### config.mk
export PLATFORM = sky130hd
export DESIGN_NAME = comparison
export DESIGN_NICKNAME = d
export VERILOG_FILES = /design/src/rtl/comparison.sv
export SDC_FILE = /design/constraint.sdc
export NUM_CORES = 1
export LEC_CHECK = 0
export ABC_AREA = 1
export CAP_MARGIN = 20
export CORE_AREA = 2 2 39 41
export CTS_BUF_LIST = sky130_fd_sc_hd__clkbuf_4 sky130_fd_sc_hd__clkbuf_8
export DETAILED_ROUTE_END_ITERATION = 12
export DIE_AREA = 0 0 41 43
export GPL_TIMING_DRIVEN = 0
export SLEW_MARGIN = 25
export SYNTH_ARGS = -nofsm -noshare
export SYNTH_HDL_FRONTEND = slang
export SYNTH_SLANG_ARGS = --single-unit
export TNS_END_PERCENT = 10
### constraint.sdc
create_clock -name clk -period 0.82 [get_ports clk]
set_input_delay 0.123 -clock clk [delete_from_list [all_inputs] [get_ports clk]]
set_output_delay 0.123 -clock clk [all_outputs]
set_load 0.05 [all_outputs]
### src/rtl/comparison.sv
// comparison: registers an ASCII byte and classifies it as decimal digit or whitespace.
// Latency: one clock from the sampling edge to data_out/is_number/is_white.
// Backpressure: none. A byte is accepted on every edge with enable=1, and outputs hold while enable=0.
//
// Ports:
//   clk        rising-edge clock for all state
//   enable     sample and classify data_in on this edge
//   data_in    input character byte
//   data_out   registered copy of the last sampled byte
//   is_number  registered flag: data_out is '0'..'9'
//   is_white   registered flag: data_out is SP, HT, LF, VT, FF or CR
//   rst_n      synchronous active-low reset; takes priority over enable
module comparison (
  input  logic       clk,
  input  logic       enable,
  input  logic [7:0] data_in,
  output logic [7:0] data_out,
  output logic       is_number,
  output logic       is_white,
  input  logic       rst_n
);

  logic next_number;
  logic next_white;

  // The classification is decoded from data_in ahead of the register.
  // This keeps the flags in step with data_out, and every output stays a plain flop.
  always_comb begin
    next_number = (data_in >= 8'h30) && (data_in <= 8'h39);
    next_white  = 1'b0;
    case (data_in)
      8'h20, 8'h09, 8'h0A, 8'h0B, 8'h0C, 8'h0D: next_white = 1'b1;
      default:                                  next_white = 1'b0;
    endcase
  end

  always_ff @(posedge clk) begin
    if (!rst_n) begin
      data_out  <= 8'h00;
      is_number <= 1'b0;
      is_white  <= 1'b0;
    end else if (enable) begin
      data_out  <= data_in;
      is_number <= next_number;
      is_white  <= next_white;
    end
  end

endmodule

==> After elaboration in Yosys (flattened, before gate mapping) <==
Index checks and enable logic that the tools add are counted.
{ "classes": {"order_cmp": 2, "n_eq_ne": 6, "n_mux": 1, "n_reduce_logical": 2} }
{ "ops": {"columns": ["cell", "n"], "rows": [
  ["8-bit by 4-bit equality test with 1-bit output (second input constant)", 5],
  ["8-bit by 6-bit equality test with 1-bit output (second input constant)", 1],
  ["8-bit by 6-bit greater-or-equal comparator with 1-bit output (second input constant)", 1],
  ["8-bit by 6-bit less-or-equal comparator with 1-bit output (second input constant)", 1],
  ["6-bit OR reduction", 1],
  ["1-bit logical AND", 1],
  ["1-bit 2-to-1 mux", 1]
]} }
{ "word_totals": {"ff_bits": 10, "inputBits": 11, "output_inout_bits": 10, "wordCells": 14} }

==> Longest topological paths before layout <==
{ "depth": {"word_depth": 3, "depth_mapped": 6, "ltp_nobuf": 6} }

==> Least setup slack after synthesis <==
Ideal clock, no wire load.
{ "synth_path": {"kind": "reg2reg", "start": "register data_out[7] (netlist name)", "end": "register data_out[7]", "setup_ns": 0.078, "t_arrival_ns": 0.849, "required_time_ns": 0.742, "path_slack_ns": -0.107, "path_stages_with_launch": 3, "n_path_buf": 0, "synth_period_minus_slack_ns": 0.927, "cell_sequence": "dfxtp_1 nor2_1 nor3_1"} }
{ "synth_rtl": {"columns": ["element", "line_no", "text"], "rows": [
  ["end signal, assigned", "43", "data_out <= data_in;"],
  ["end, declared", "17", "output logic [7:0] data_out,"]
]} }

==> Final worst setup path <==
{ "layout_path": {"start": "register data_out[0]", "end": "output port data_out[0]"} }
No word-level cell between the ends.

==> impl_metrics.tcl <==
set metrics [dict create \
    outcome "finished with violations" \
    violations "negative setup slack" \
    ir_drop_mv 1.11 \
    post-route-period-util 1.07 \
    critPathSlowestCell "dfxtp_2" \
    drive_gt1_frac 0.370 \
    cp.arrival_ns 0.76 \
    fp.dieW_um 41 \
    cts_buffers 3 \
    slew_headroom 0.866 \
    htree_levels 1 \
    cp.buffers_inverters 1 \
    seq_area_frac_synth 0.492 \
    slowest_delay_ns 0.35 \
    die_h_um 43 \
    startpoint "data_out[0]" \
    syn_nets 67 \
    drt_iter0_markers 7 \
    wl_met1_um 433 \
    setup_slack_ns -0.0590 \
    tightest_slew_ns 0.201 \
    placed_area_um2 628 \
    syn_area_per_cell_um2 7.26 \
    final_common_cell "nor2_1" \
    grt_overflow 0 \
    grt_pass1_vias 359 \
    dp_hpwl_um 739 \
    critPathLaunchType "flop" \
    ioPinCount 21 \
    area_growth_pct 79.1 \
    wirelength_um 1000 \
    wl_per_cell_um 10.3 \
    power_density_mw_per_mm2 1760 \
    fin_crit_ns 0.879 \
    std_cell_rows 14 \
    grt_use_total 0.134 \
    yosys_warnings 0 \
    cts_sinks 10 \
    p_leak_nw 0.342 \
    cp_max_fo 2 \
    min_path_type "in2reg" \
    initial_utilization 0.294 \
    vias 424 \
    drv_slew 0 \
    syn-cell-area_um2 407 \
    critPathTopFamily "flip-flops" \
    worstReg2RegStart "is_white" \
    dr.pass1.iters 2 \
    final_cell_mix "12 x nor2_1, 10 x dfxtp_2, 9 x buf_8" \
    fin_area_um2 728 \
    path_clk_slew_ns 0.06 \
    hold_viol_final 0 \
    grt_max_degree 11 \
    min_from "data_in[4]" \
    crit_type "reg2out" \
    dr.max_layer_used "met4" \
    gp_congestion 0.719 \
    nets 93 \
    clockBufferDepth 2 \
    portBuffers 20 \
    dieArea_mm2 0.00176 \
    viasPerCell 4.37 \
    fmax_ghz 1.14 \
    antenna_cells 0 \
    syn_inst 56 \
    yosysUniqueCellTypes 14 \
    drc 0 \
    met3_length_um 76 \
    cts_tree "yes" \
    root_buffer "clkbuf_4" \
    clock_latency_ns 0.26 \
    setup_viol 10 \
    holdBufCountCts 0 \
    core_area_mm2 0.00138 \
    rsz0062_at_grt "true" \
    drv_cap 0 \
    crit_chain "buf_8" \
    ys_ff_latch 10 \
    post-route-util 0.526 \
    ant_nets 0 \
    antenna_found_initial 0 \
    grt_pass1_wl_um 1500 \
    endpoint_kind "output port" \
    dr_wl_met2_um 481 \
    skew_ns 0 \
    critPathRequiredTime_ns 0.70 \
]
==> where the power goes <==
part,leakage [nW],switching (mW),internal [mW],total [mW]
Combinational,0.235,0.176,0.127,0.304
Clock,0.0210,0.167,0.270,0.436
Sequential,0.0860,0.0229,0.520,0.543
==> registers in the layout (all words and copies together), names as in the netlist <==
signal and cells:
data_out 8, is_number 1, is_white 1
==> Yosys cell counts, drive strengths merged <==
cell,n,area [um^2]
nor2,14,55.1
dfxtp,10,200
nand2,8,30.0
o21ai,6,30.0
a21oi,5,28.8
inv,5,18.8
nand3,3,15.0
nor3,2,10.0
a211oi,1,7.51
buf,1,5.00
nand4,1,6.26
==> logic make-up after synthesis <==
family,share of synthesized area
buffers and inverters,0.0584
AO/OA/AOI/OAI,0.163
AND/OR/NAND/NOR,0.286
flip-flops,0.492
==> final timing paths <==
kind	to	slack, ns	cells past startpoint
setup / recovery	data_out[0]	-0.06	1
hold / removal	data_out[4]	0.18	3
setup reg to reg	is_white	0.13	3
hold reg to reg	is_number	0.48	2
==> metal layers <==
layer	vias up	global-route usage
met5	-	0
met4	0	0.0600
met3	2	0.105
met2	12	0.172
met1	176	0.159
li1	234	-
==> layout make-up <==
class	count	area, um^2
Multi-Input combinational cell	40	185
Fill cell	129	656
Clock buffer	4	36.3
Tap cell	16	20.0
Timing Repair Buffer	21	250
Inverter	5	18.8
Buffer	1	5.00
Sequential cell	10	213
==> worst register-to-register path: stages (launching register included) <==
cell and delay [ns]:
dfxtp_2 0.34, buf_4 0.10, nand2_1 0.04, a21oi_1 0.13
==> metrics by stage <==
stage                     setup TNS [ns]  instances  hold WS [ns]  power [mW]  setup WS (ns)
after floorplan                   -0.665         56         0.258       0.698        -0.0904
after global placement             -7.36         92         0.455       0.828         -0.426
after detailed placement           -7.52         92         0.457       0.828         -0.431
after CTS                         -0.630         97         0.285        1.29        -0.0671
after global routing              -0.954         97         0.202        1.36        -0.0983
final                             -0.518         97         0.182        1.28        -0.0590
==> repair_timing <==
item                       4_1_cts  5_1_grt
setup endpoints to repair       18       12
buffers inserted                 1        0
gates cloned                     0        0
pin swaps                        1        2
gates resized for setup         92        6
Note: power is estimated with default switching activity, not from simulation.
